==> config.mk <==
export PLATFORM = sky130hd
export DESIGN_NAME = intel_fpga_apb_csr
export DESIGN_NICKNAME = d
export VERILOG_FILES = /design/src/rtl/intel_fpga_apb_csr_pkg.sv /design/src/rtl/intel_fpga_apb_csr_irq.sv /design/src/rtl/intel_fpga_apb_csr.sv
export SDC_FILE = /design/constraint.sdc
export NUM_CORES = 1
export LEC_CHECK = 0
export ABC_AREA = 1
export CORE_MARGIN = 2
export CORE_UTILIZATION = 45
export DETAILED_ROUTE_END_ITERATION = 8
export GPL_TIMING_DRIVEN = 0
export PLACE_DENSITY = 0.68
export SLEW_MARGIN = 20
export SYNTH_ARGS = -nofsm -noshare
export SYNTH_HDL_FRONTEND = slang
export SYNTH_SLANG_ARGS = --single-unit
==> constraint.sdc <==
create_clock -name s_apb_pclk -period 2.1 [get_ports s_apb_pclk]
set_input_delay 0.42 -clock s_apb_pclk [delete_from_list [all_inputs] [get_ports s_apb_pclk]]
set_output_delay 0.42 -clock s_apb_pclk [all_outputs]
set_load 0.01 [all_outputs]
==> src/rtl/intel_fpga_apb_csr_pkg.sv <==
// CSR block shared definitions.
// Register offsets, decoded index and default ID.
package intel_fpga_apb_csr_pkg;

  localparam logic [31:0] CSR_ID_DEFAULT = 32'h0A5B_0001;

  localparam logic [7:0] CSR_ID       = 8'h00;
  localparam logic [7:0] CSR_SCRATCH  = 8'h04;
  localparam logic [7:0] CSR_CONTROL  = 8'h08;
  localparam logic [7:0] CSR_STATUS   = 8'h0C;
  localparam logic [7:0] CSR_IRQ_PEND = 8'h10;
  localparam logic [7:0] CSR_IRQ_EN   = 8'h14;
  localparam logic [7:0] CSR_CYCLE_LO = 8'h18;
  localparam logic [7:0] CSR_CYCLE_HI = 8'h1C;

  typedef enum logic [2:0] {
    IDX_ID      = CSR_ID[4:2],
    IDX_SCRATCH = CSR_SCRATCH[4:2],
    IDX_CTRL    = CSR_CONTROL[4:2],
    IDX_STATUS  = CSR_STATUS[4:2],
    IDX_PEND    = CSR_IRQ_PEND[4:2],
    IDX_EN      = CSR_IRQ_EN[4:2],
    IDX_CYC_LO  = CSR_CYCLE_LO[4:2],
    IDX_CYC_HI  = CSR_CYCLE_HI[4:2]
  } csr_idx_e;

  function automatic csr_idx_e csr_idx(input logic [2:0] w);
    return csr_idx_e'(w);
  endfunction

endpackage

==> src/rtl/intel_fpga_apb_csr_irq.sv <==
// Interrupt block: edge detect, W1C pending,
// enable register and registered irq output.
module intel_fpga_apb_csr_irq #(
  parameter int unsigned P_IRQ_WIDTH = 8
) (
  input  logic                   clk_i,
  input  logic                   rst_ni,
  input  logic [P_IRQ_WIDTH-1:0] src_i,
  input  logic                   en_we_i,
  input  logic                   pend_w1c_i,
  input  logic [P_IRQ_WIDTH-1:0] wdata_i,
  output logic [P_IRQ_WIDTH-1:0] pend_o,
  output logic [P_IRQ_WIDTH-1:0] en_o,
  output logic                   irq_o
);

  logic [P_IRQ_WIDTH-1:0] src_q;
  logic [P_IRQ_WIDTH-1:0] pend_q, pend_d;
  logic [P_IRQ_WIDTH-1:0] en_q, en_d;
  logic [P_IRQ_WIDTH-1:0] clr;
  logic                   irq_q, irq_d;

  // Next state: a new rising edge overrides a same-cycle clear.
  always_comb begin
    clr    = pend_w1c_i ? wdata_i : '0;
    pend_d = (pend_q & ~clr) | (src_i & ~src_q);
    en_d   = en_we_i ? wdata_i : en_q;
    irq_d  = |(pend_q & en_q);
  end

  // State registers.
  always_ff @(posedge clk_i or negedge rst_ni) begin
    if (!rst_ni) begin
      src_q  <= '0;
      pend_q <= '0;
      en_q   <= '0;
      irq_q  <= 1'b0;
    end else begin
      src_q  <= src_i;
      pend_q <= pend_d;
      en_q   <= en_d;
      irq_q  <= irq_d;
    end
  end

  assign pend_o = pend_q;
  assign en_o   = en_q;
  assign irq_o  = irq_q;

endmodule

==> src/rtl/intel_fpga_apb_csr.sv <==
// APB3 control/status register completer with
// wait states, W1C interrupts and cycle counter.
module intel_fpga_apb_csr
  import intel_fpga_apb_csr_pkg::*;
#(
  parameter int unsigned P_ADDR_WIDTH  = 8,
  parameter int unsigned P_DATA_WIDTH  = 32,
  parameter logic [31:0] P_ID          = CSR_ID_DEFAULT,
  parameter int unsigned P_CTRL_WIDTH  = 16,
  parameter int unsigned P_IRQ_WIDTH   = 8,
  parameter int unsigned P_WAIT_STATES = 0,
  parameter bit          P_ERR_EN      = 1'b1
) (
  input  logic                    s_apb_pclk,
  input  logic                    s_apb_presetn,
  input  logic [P_ADDR_WIDTH-1:0] s_apb_paddr,
  input  logic                    s_apb_psel,
  input  logic                    s_apb_penable,
  input  logic                    s_apb_pwrite,
  input  logic [P_DATA_WIDTH-1:0] s_apb_pwdata,
  output logic [P_DATA_WIDTH-1:0] s_apb_prdata,
  output logic                    s_apb_pready,
  output logic                    s_apb_pslverr,
  output logic [P_CTRL_WIDTH-1:0] ctrl_o,
  input  logic [31:0]             status_i,
  input  logic [P_IRQ_WIDTH-1:0]  irq_src_i,
  output logic                    irq_o
);

  localparam logic [7:0] WAIT = 8'(P_WAIT_STATES);

  logic                    setup, access, done;
  logic                    mapped, wr_hit, rd_hit;
  csr_idx_e                idx;
  logic [7:0]              wcnt_q, wcnt_d;
  logic [P_DATA_WIDTH-1:0] scratch_q, scratch_d;
  logic [P_CTRL_WIDTH-1:0] ctrl_q, ctrl_d;
  logic [63:0]             cnt_q;
  logic [31:0]             snap_q, snap_d;
  logic [P_IRQ_WIDTH-1:0]  pend, en;
  logic [P_DATA_WIDTH-1:0] rd_val;
  logic                    rd_err;
  logic                    unused_addr;

  assign unused_addr = ^s_apb_paddr[1:0];

  assign setup  = s_apb_psel & ~s_apb_penable;
  assign access = s_apb_psel & s_apb_penable;
  // Reset gates completion so a held access
  // never reports ready while in reset.
  assign done   = s_apb_presetn & access & (wcnt_q == WAIT);
  assign mapped = (s_apb_paddr >> 5) == '0;
  assign idx    = csr_idx(s_apb_paddr[4:2]);
  assign wr_hit = done & s_apb_pwrite & mapped;
  assign rd_hit = done & ~s_apb_pwrite & mapped;

  // Next state for wait counter and RW registers.
  always_comb begin
    wcnt_d    = wcnt_q;
    scratch_d = scratch_q;
    ctrl_d    = ctrl_q;
    snap_d    = snap_q;
    if (setup) begin
      wcnt_d = '0;
    end else if (access && wcnt_q != WAIT) begin
      wcnt_d = wcnt_q + 8'd1;
    end
    if (wr_hit && idx == IDX_SCRATCH) begin
      scratch_d = s_apb_pwdata;
    end
    if (wr_hit && idx == IDX_CTRL) begin
      ctrl_d = s_apb_pwdata[P_CTRL_WIDTH-1:0];
    end
    if (rd_hit && idx == IDX_CYC_LO) begin
      snap_d = cnt_q[63:32];
    end
  end

  // State registers and free-running counter.
  always_ff @(posedge s_apb_pclk or negedge s_apb_presetn) begin
    if (!s_apb_presetn) begin
      wcnt_q    <= '0;
      scratch_q <= '0;
      ctrl_q    <= '0;
      cnt_q     <= '0;
      snap_q    <= '0;
    end else begin
      wcnt_q    <= wcnt_d;
      scratch_q <= scratch_d;
      ctrl_q    <= ctrl_d;
      cnt_q     <= cnt_q + 64'd1;
      snap_q    <= snap_d;
    end
  end

  // Read mux and error decode.
  always_comb begin
    rd_val = '0;
    rd_err = 1'b0;
    if (!mapped) begin
      rd_err = P_ERR_EN;
    end else begin
      unique case (idx)
        IDX_ID:      rd_val = P_DATA_WIDTH'(P_ID);
        IDX_SCRATCH: rd_val = scratch_q;
        IDX_CTRL:    rd_val = P_DATA_WIDTH'(ctrl_q);
        IDX_STATUS:  rd_val = P_DATA_WIDTH'(status_i);
        IDX_PEND:    rd_val = P_DATA_WIDTH'(pend);
        IDX_EN:      rd_val = P_DATA_WIDTH'(en);
        IDX_CYC_LO:  rd_val = P_DATA_WIDTH'(cnt_q[31:0]);
        IDX_CYC_HI:  rd_val = P_DATA_WIDTH'(snap_q);
      endcase
    end
  end

  assign s_apb_pready  = done;
  assign s_apb_prdata  = (done & ~s_apb_pwrite) ? rd_val : '0;
  assign s_apb_pslverr = done & rd_err;
  assign ctrl_o        = ctrl_q;

  intel_fpga_apb_csr_irq #(
    .P_IRQ_WIDTH(P_IRQ_WIDTH)
  ) u_irq (
    .clk_i      (s_apb_pclk),
    .rst_ni     (s_apb_presetn),
    .src_i      (irq_src_i),
    .en_we_i    (wr_hit & (idx == IDX_EN)),
    .pend_w1c_i (wr_hit & (idx == IDX_PEND)),
    .wdata_i    (s_apb_pwdata[P_IRQ_WIDTH-1:0]),
    .pend_o     (pend),
    .en_o       (en),
    .irq_o      (irq_o)
  );

endmodule

==> results.txt, run 1 <==
By area the synthesized netlist is led by sky130_fd_sc_hd__dfrtp_1 (47%), sky130_fd_sc_hd__nand2_1 (19%), sky130_fd_sc_hd__nor2_1 (7.1%). In this run the static leakage power is 5.244 nW. The area taken by flip-flops and latches is 0.004432 mm^2.

The repair_antennas step left the layout with diodes totalling 0. The worst clock skew was 0.01021 ns. The transition time of the tightest slew-check pin was 0.5123 ns; the total negative slack was -11.25 ns. The total overflow left after global routing is 0. The die is 148.3 um tall. Setup repair after global routing could not meet its margin everywhere. In this run the remaining antenna-violating nets after routing total 0. The number of antenna violations at the first check in global routing came out at 0. The largest delay contributor family on the critical path was buffers and inverters.

Counting the buffers created by CTS gives 17. By instance count, the cell type seen most on the critical path is sky130_fd_sc_hd__buf_12. The multi-input combinational cells in the finished layout cover a total of 0.004537 mm^2. The total half-perimeter wirelength after legalization and detailed placement came out at 23.68 mm. The count of synthesis-stage warnings from yosys is 0, and the number of iterations in the first detailed-routing pass is 5. Dividing the detail-routed wire length by the instance count gives 17.95 um.

Derived from the worst setup path, the maximum achievable clock frequency is 0.4004 GHz. The run gives 177 as the clock sink count. STA classifies the critical path startpoint as an input port. The post-route netlist has 12.83% of its cells at a drive strength greater than 1. The worst-case IR drop observed on VDD is 0.0005156 V.

Summed over all layers, the routed wires come to 31.14 mm. On the critical path, the stage with the largest delay is an instance of sky130_fd_sc_hd__clkdlybuf4s50_1. In this run, placement finished with an instance count of 1,685.

The top cell type by area accounts for 47.28% of the synthesized area. The floorplan step defined a die boundary enclosing 0.02199 mm^2. The min-delay analysis places its worst path in the category in -> async. The mean number of vias per cell is 5.233, and the average instance area after synthesis is 7.307 um^2.

Measured against its own limit, the worst slew margin works out to 65.73%. The maximum fanout along the worst path works out to 7. The initialized floorplan defines 52 standard-cell rows. The power per cell area was 625.7 mW/mm^2; the clock latency on the worst-skew pair was 0.44 ns. The final reports fail on setup timing.

In the global route stage, overall resource usage came out at 28.88%. Entering global routing, the biggest net connects 83 pins. For this configuration, the core starts out at a cell density of 46.00%. The longest clock path from root to sink contains 2 buffers. During I/O placement, the number of pins put on the boundary was 136. The worst register-to-register path has a depth of 11. The critical path depth works out to 10.

Together, buffers and inverters on the worst path number 5. The filler cells instantiated in the layout total 1,881. The run finished, with violations left. Sorting the synthesized cells by how often they occur yields sky130_fd_sc_hd__nand2_1 (475), sky130_fd_sc_hd__nor2_1 (178), sky130_fd_sc_hd__dfrtp_1 (177).

For the worst setup path, the data required time is 1.68 ns. The number of global-route vias before repair is 8,820, and the sequential area share after synthesis is 47.28%. Leaving out filler cells and counting taps, the final layout contains 1,735. The floorplan step set the die width to 148.3 um.

The biggest area contributor in the post-synthesis netlist is sky130_fd_sc_hd__dfrtp_1. The clock transition at the registers of the reported paths works out to 0.07 ns. Most common cell in the netlist: sky130_fd_sc_hd__nand2_1. The total count of max-transition violations in the final report is 0, and the delay of the slowest critical-path stage is 0.48 ns. At the worst endpoint, the arrival time is 2.08 ns. The region available for standard cell placement spans 0.02036 mm^2. The net count of the finished layout came out at 1,540. The final worst setup slack was -0.3978 ns; the number of design rule violations left after detail routing was 0. During placement, the flow inserted port buffers numbering 131. STA classifies the critical path endpoint as an output pin. Max-cap violations in this run came to 0. The fraction of synthesis flops using an asynchronous set or reset pin is 100.0%, and the number of distinct standard cells referenced by the synthesized netlist is 32.

Setup violations remaining at the end of the flow were counted as 34. The final critical path takes up 118.9% of the cycle. The mapped cell area came out at 0.009368 mm^2. The weighted congestion reported at the end of routability-driven placement was 0.9539. For the total count of hold-check failures in the final report, the log shows 0. The run gives 4 as the maximum level of the CTS H-tree. The critical path goes through clkdlybuf4s50_1 > nand2_1 > inv_1 > nand2_2 > nor2_8 > nand3_4 > buf_12 > buf_12 > a21oi_2 > buf_2. Root buffer selected by CTS: sky130_fd_sc_hd__clkbuf_16. The first global-routing pass estimated 48.60 mm of wire.

Compared with the post-synthesis result, the final layout area differs by 29.70%. TritonCTS built the clock tree. Critical path start-end classification: in -> out. In this run, the number of DRC markers left after iteration 0 of detailed routing was 642. The synthesized design contains 0 enable-type register cells. For the post-synth net total, the log shows 1,370. Across all layers, the routed design uses 9,079 vias. The most instantiated flip-flop cell in the synthesis netlist was sky130_fd_sc_hd__dfrtp_1. The worst path needs 2.498 ns of the cycle, external delays included. Synthesized flop and latch total: 177. After technology mapping, the gate count stands at 1,282.
-- worst paths after layout --
kind                                     start                to  slack [ns]
worst max-delay path                s_apb_psel  s_apb_prdata[26]       -0.40
worst min-delay path             s_apb_presetn         wcnt_q[6]        0.03
worst max register to register       wcnt_q[1]         ctrl_o[8]        0.12
worst min register to register  u_irq.src_q[2]   u_irq.pend_o[2]        0.48
max in group asynchronous        s_apb_presetn     scratch_q[31]        1.62
min in group s_apb_pclk           irq_src_i[5]    u_irq.src_q[5]        0.45
-- what timing repair did --
item	4_1_cts	5_1_grt
gates cloned	2	0
setup buffers	10	3
hold endpoints to repair	49	0
pin swaps	20	2
resized for setup	207	35
hold buffers	3	0
setup endpoints to repair	35	93
-- worst reg2reg max path: stages, from the launching register on --
cell	delay, ns
sky130_fd_sc_hd__dfrtp_1	0.39
sky130_fd_sc_hd__inv_2	0.08
sky130_fd_sc_hd__ha_4	0.14
sky130_fd_sc_hd__nand2_4	0.05
sky130_fd_sc_hd__nor2_4	0.10
sky130_fd_sc_hd__nand2_4	0.09
sky130_fd_sc_hd__nor2_8	0.12
sky130_fd_sc_hd__buf_4	0.14
sky130_fd_sc_hd__buf_4	0.16
sky130_fd_sc_hd__nand3_2	0.14
sky130_fd_sc_hd__clkbuf_2	0.25
sky130_fd_sc_hd__o21ai_0	0.23
-- report_power, final --
group	switching, W	leakage, nW	internal, W	total [W]
clock	0.00146	0.273	0.00169	0.00315
combinational	0.000498	2.58	0.000428	0.000927
sequential	0.0000438	2.39	0.00348	0.00352
-- metrics by stage --
stage	cell area, um^2	hold slack, ns	util (%)	setup WS, ns	power, W
after floorplan	9368	0.1244	-	0.1049	0.003879
after global placement	11020	0.4630	54.10	-8.370	0.004256
after detailed placement	11080	0.3530	54.39	-1.182	0.004274
after CTS	11990	0.04718	58.88	-0.4720	0.007527
after global routing	12150	0.05100	59.66	-0.5189	0.007849
final	12150	0.03133	59.66	-0.3978	0.007603
-- layout by cell type, fill, tap and decap left out, drive strengths merged --
cell / synthesis / routed
a21oi: 30 / 30
a221oi: 2 / 2
a22oi: 4 / 4
a31oi: 7 / 7
buf: 30 / 82
bufinv: 0 / 1
clkbuf: 7 / 28
clkdlybuf4s15: 0 / 2
clkdlybuf4s50: 0 / 95
clkinv: 0 / 3
clkinvlp: 0 / 3
dfrtp: 177 / 177
ha: 3 / 3
inv: 123 / 129
nand2: 477 / 477
nand3: 45 / 45
nand4: 35 / 35
nor2: 181 / 181
nor3: 4 / 4
nor3b: 1 / 1
o21ai: 122 / 122
o21bai: 1 / 1
xnor2: 9 / 9
xor2: 24 / 24
-- layout make-up --
type                       count  area share (%)
timing repair buffer         151           12.85
inverter                     123           3.800
tap                          270           2.780
sequential                   177           36.47
buffer                        37           2.070
multi-input combinational    945           37.34
clock buffer                  19           3.645
clock inverter                13           1.040
-- layer usage --
metal | share of wire, % | GRT usage [%] | up-vias
met2 | 45 | 44.68 | 309
met1 | 45 | 41.32 | 4324
li1 | - | - | 4397
met5 | 0 | 0 | -
met3 | 6.9 | 6.196 | 49
met4 | 2.3 | 7.905 | 0
-- cells by family after synthesis --
kind of cell / Yosys count / share of synthesized area, %
compound gates: 166 / 9.497
xor+xnor: 33 / 3.085
fa+ha+maj: 3 / 0.4007
buf+inv: 160 / 7.079
flops: 177 / 47.28
simple gates: 743 / 32.66
-- registers in the layout, indices dropped and copies added (netlist names) --
register / flops
u_irq.pend_o: 8
cnt_q: 64
wcnt_q: 8
scratch_q: 32
u_irq.en_o: 8
u_irq.src_q: 8
snap_q: 32
ctrl_o: 16
u_irq.irq_o: 1
Note: power is estimated with default switching activity, not from simulation.
==> inputs of run 2 (changes only) <==
- CAP_MARGIN: not set -> 40
- DONT_BUFFER_PORTS: not set -> 1
- PLACE_DENSITY: 0.68 -> 0.62
==> run 2 against run 1 <==
The flow finishes with violations (hold timing, setup timing). Sequential share of layout area increased by 4.3 points. Cell area decreased by 11%. Routed wire length is 6.1% lower. Setup slack gained 0.053 ns. Die area is the same. Fmax rose by 2.2%. Hold slack got worse by 0.35 ns. Largest cell class unchanged. First-iteration DRC count is 2.5% lower. Sequential cell count unchanged. Non-clock buffer count decreased by 133. Clock skew is 0.0030 ns higher. Cell count fell by 7.7%. Highest routed layer unchanged.
==> results.txt, run 2 (same netlist as run 1, synthesis figures left out) <==
The logs give 0 for the number of antenna diodes and 0 for the post-detailed-route count of antenna-violating nets. Setup repair after global routing could not meet its margin everywhere. In the final timing run, aggregate negative setup slack is -10.24 ns. The net switching power of the design came out at 0.001894 W. In the final layout, the registers with the most flip-flops are cnt_q x64, scratch_q x32, snap_q x32.

The number of antenna violations at the first check in global routing is 0. The horizontal die dimension was 148.3 um. The clock sink count is 177. Across all layers, the routed design uses 8,572 vias. The post-route worst hold slack is -0.3210 ns. The critical path start-end classification was reg -> out. In the final routed layout, each cell accounts on average for 18.26 um. The die outline height is 148.3 um, and the area overhead of the layout relative to synthesis is 15.95%.

The maximum buffer depth of the clock tree is 2, and the placeable core region is 0.02036 mm^2. Sequential cell fraction of total power: 48.8%. Traced cell by cell, the critical path runs through inv_2 > ha_4 > nand2_4 > nor2_4 > nand2_4 > nor2_8 > buf_6 > nand2_8 > a31oi_4.

For the data arrival time at the worst-slack endpoint, the log shows 2.02 ns. Number of iterations in the first detailed-routing pass: 6. The finished cells cover 0.01086 mm^2. During I/O placement, the number of pins put on the boundary was 136. The full die area was 0.02199 mm^2; the switching fraction of total power was 26.19%. The logs give 1,602 for the post-layout instance count excluding filler cells and 41.7% for the relative contribution of the clock network to total power.

After detailed routing, the number of remaining DRC violations is 0. The shortest period the worst path allows is 2.445 ns. The logs give 0 for the total count of max-transition violations in the final report and 0.43 ns for the clock latency on the worst-skew pair. In this run the cell area measured after placement is 0.009706 mm^2. Counting flops per register, the top entry is cnt_q. The root buffer selected by CTS is sky130_fd_sc_hd__clkbuf_16.

Clock transition at the registers of the reported paths: 0.07 ns. The final clock period utilization by the worst path came out at 116.4%. The analysis attributes to cell leakage a power of 4.589 nW. Using the TritonRoute via totals, the vias-per-cell ratio works out to 5.351.

The aggregate global routing overflow is 0, and the number of global-route vias before repair is 8,300. The number of placed instances, taps included, is 1,552. The most prevalent standard cell on the critical path was sky130_fd_sc_hd__nand2_4. The maximum vdd ir drop came out at 0.0003526 V.

The flip-flop count of the largest register after layout is 64. The placement row count is 52, and the delay of the slowest critical-path stage is 0.40 ns. The total chip power was 0.007233 W; the weighted congestion reported at the end of routability-driven placement was 0.9709. The final layout contains 1,407 nets. The tool flagged a number of max-cap violations equal to 0.

The kind of cell with the highest combined delay along the critical path is simple AND/OR/NAND/NOR gates. The type of the tightest min-delay check is in -> async. The final reports fail on hold timing, setup timing. For the worst setup path, the data required time is 1.68 ns. The transition time of the tightest slew-check pin was 0.7238 ns.

The number of clock buffers added by TritonCTS is 17. STA classifies the critical path startpoint as a register. Dividing total power by cell area gives a power density of 665.9 mW/mm^2.

Leaving out fill and tap cells, the most frequent cells in the layout are sky130_fd_sc_hd__nand2_1 (474), sky130_fd_sc_hd__dfrtp_1 (176), sky130_fd_sc_hd__nor2_1 (158), sky130_fd_sc_hd__inv_1 (117), sky130_fd_sc_hd__o21ai_1 (65). Setup violations remaining at the end of the flow were counted as 33. The filler cell count came out at 1,963.

For this run, the top clock speed supported by timing is 0.4091 GHz. TritonCTS built the clock tree. The headroom to the max-slew limit came out at 51.57%. The count of buffers from port buffering works out to 0. The proportion of layout cells with a drive suffix above 1 was 10.89%; the maximum fanout along the worst path was 10. After detailed routing, the total wire length is 29.26 mm.

The critical-path cell with the highest stage delay was sky130_fd_sc_hd__dfrtp_1. The first-pass GRT wire length was 45.80 mm. The clock arrives with 0.01321 ns of skew. Counting both buffers and inverters, the worst setup path holds a total of 2. The flow ran to the end, but the final reports show violations. The library cell used most frequently in the layout, excluding fill and tap cells, is sky130_fd_sc_hd__nand2_1. The clock tree synthesis step divided the H-tree into 4 levels.

The final worst setup slack was -0.3446 ns. The global-route total usage across every layer was 27.15%. In this run, the number of DRC markers left after iteration 0 of detailed routing was 626.

The worst setup path is captured at an output pin. Cell internal power was estimated by the tool at 0.005339 W. Of the total power, combinational logic draws 9.5%. The logs give 179 for the maximum number of pins on one net before global-route repair and 177 for the total count of hold-check failures in the final report.

After legalization and detailed placement, the total HPWL measured 22.29 mm. The initial utilization of the core area, before any placement, comes to 46.00%.
run 2: cell types whose count changed in the layout (fill, tap and decap cells not counted), moves of 5 or more:
cell and change:
sky130_fd_sc_hd__clkdlybuf4s50_1 -95, sky130_fd_sc_hd__buf_2 -15, sky130_fd_sc_hd__buf_6 -12, sky130_fd_sc_hd__a21oi_4 +7, sky130_fd_sc_hd__buf_16 -6, sky130_fd_sc_hd__a21oi_2 -5
run 2: path summary, 6_finish.rpt:
kind	from	end	slack [ns]	cells past startpoint
min in group s_apb_pclk	irq_src_i[7]	u_irq.src_q[7]	0.02	0
setup / recovery	wcnt_q[0]	s_apb_prdata[22]	-0.34	9
hold / removal	s_apb_presetn	ctrl_o[3]	-0.32	0
setup reg to reg	cnt_q[1]	cnt_q[56]	0.14	9
hold reg to reg	u_irq.src_q[6]	u_irq.pend_o[6]	0.48	3
max in group asynchronous	s_apb_presetn	scratch_q[26]	2.18	0
run 2: area by class of cell:
type	count	area [um^2]	share of cell area, %
timing repair buffer	18	196.4	1.809
clock inverter	12	103.9	0.9561
multi-input combinational	945	4652	42.83
sequential	177	4431	40.79
clock buffer	20	446.7	4.112
inverter	123	461.7	4.251
tap	270	337.8	3.110
buffer	37	232.7	2.143
run 2: routing by layer:
metal	vias to the layer above	wire length (um)	track usage, %
li1	4129	-	-
met1	4132	13500	38.42
met2	276	13330	43.31
met3	35	1733	4.448
met4	0	686	7.810
met5	-	0	0
run 2: power by group through the flow:
stage               Combinational (W)  Clock, W  Sequential, W
CTS                          0.000677   0.00307        0.00353
finish                       0.000686   0.00301        0.00353
global route                 0.000746   0.00319        0.00354
detailed placement           0.000398         0        0.00360
floorplan                    0.000293         0        0.00359
global placement             0.000393         0        0.00360
run 2: stage by stage:
step | hold WS, ns | utilization, % | worst slack [ns]
floorplan | 0.1244 | - | 0.1049
global route | -0.3390 | 53.34 | -0.4126
detailed placement | 0.1289 | 47.66 | -0.3379
CTS | -0.3327 | 53.23 | -0.3855
finish | -0.3210 | 53.34 | -0.3446
global placement | 0.1288 | 47.66 | -0.3444
run 2: what timing repair did:
item	CTS	global route
resized for setup	89	9
hold endpoints to repair	180	178
setup buffers	10	4
cloned	2	0
hold buffers	3	1
setup endpoints to repair	34	41
pin swaps	16	4
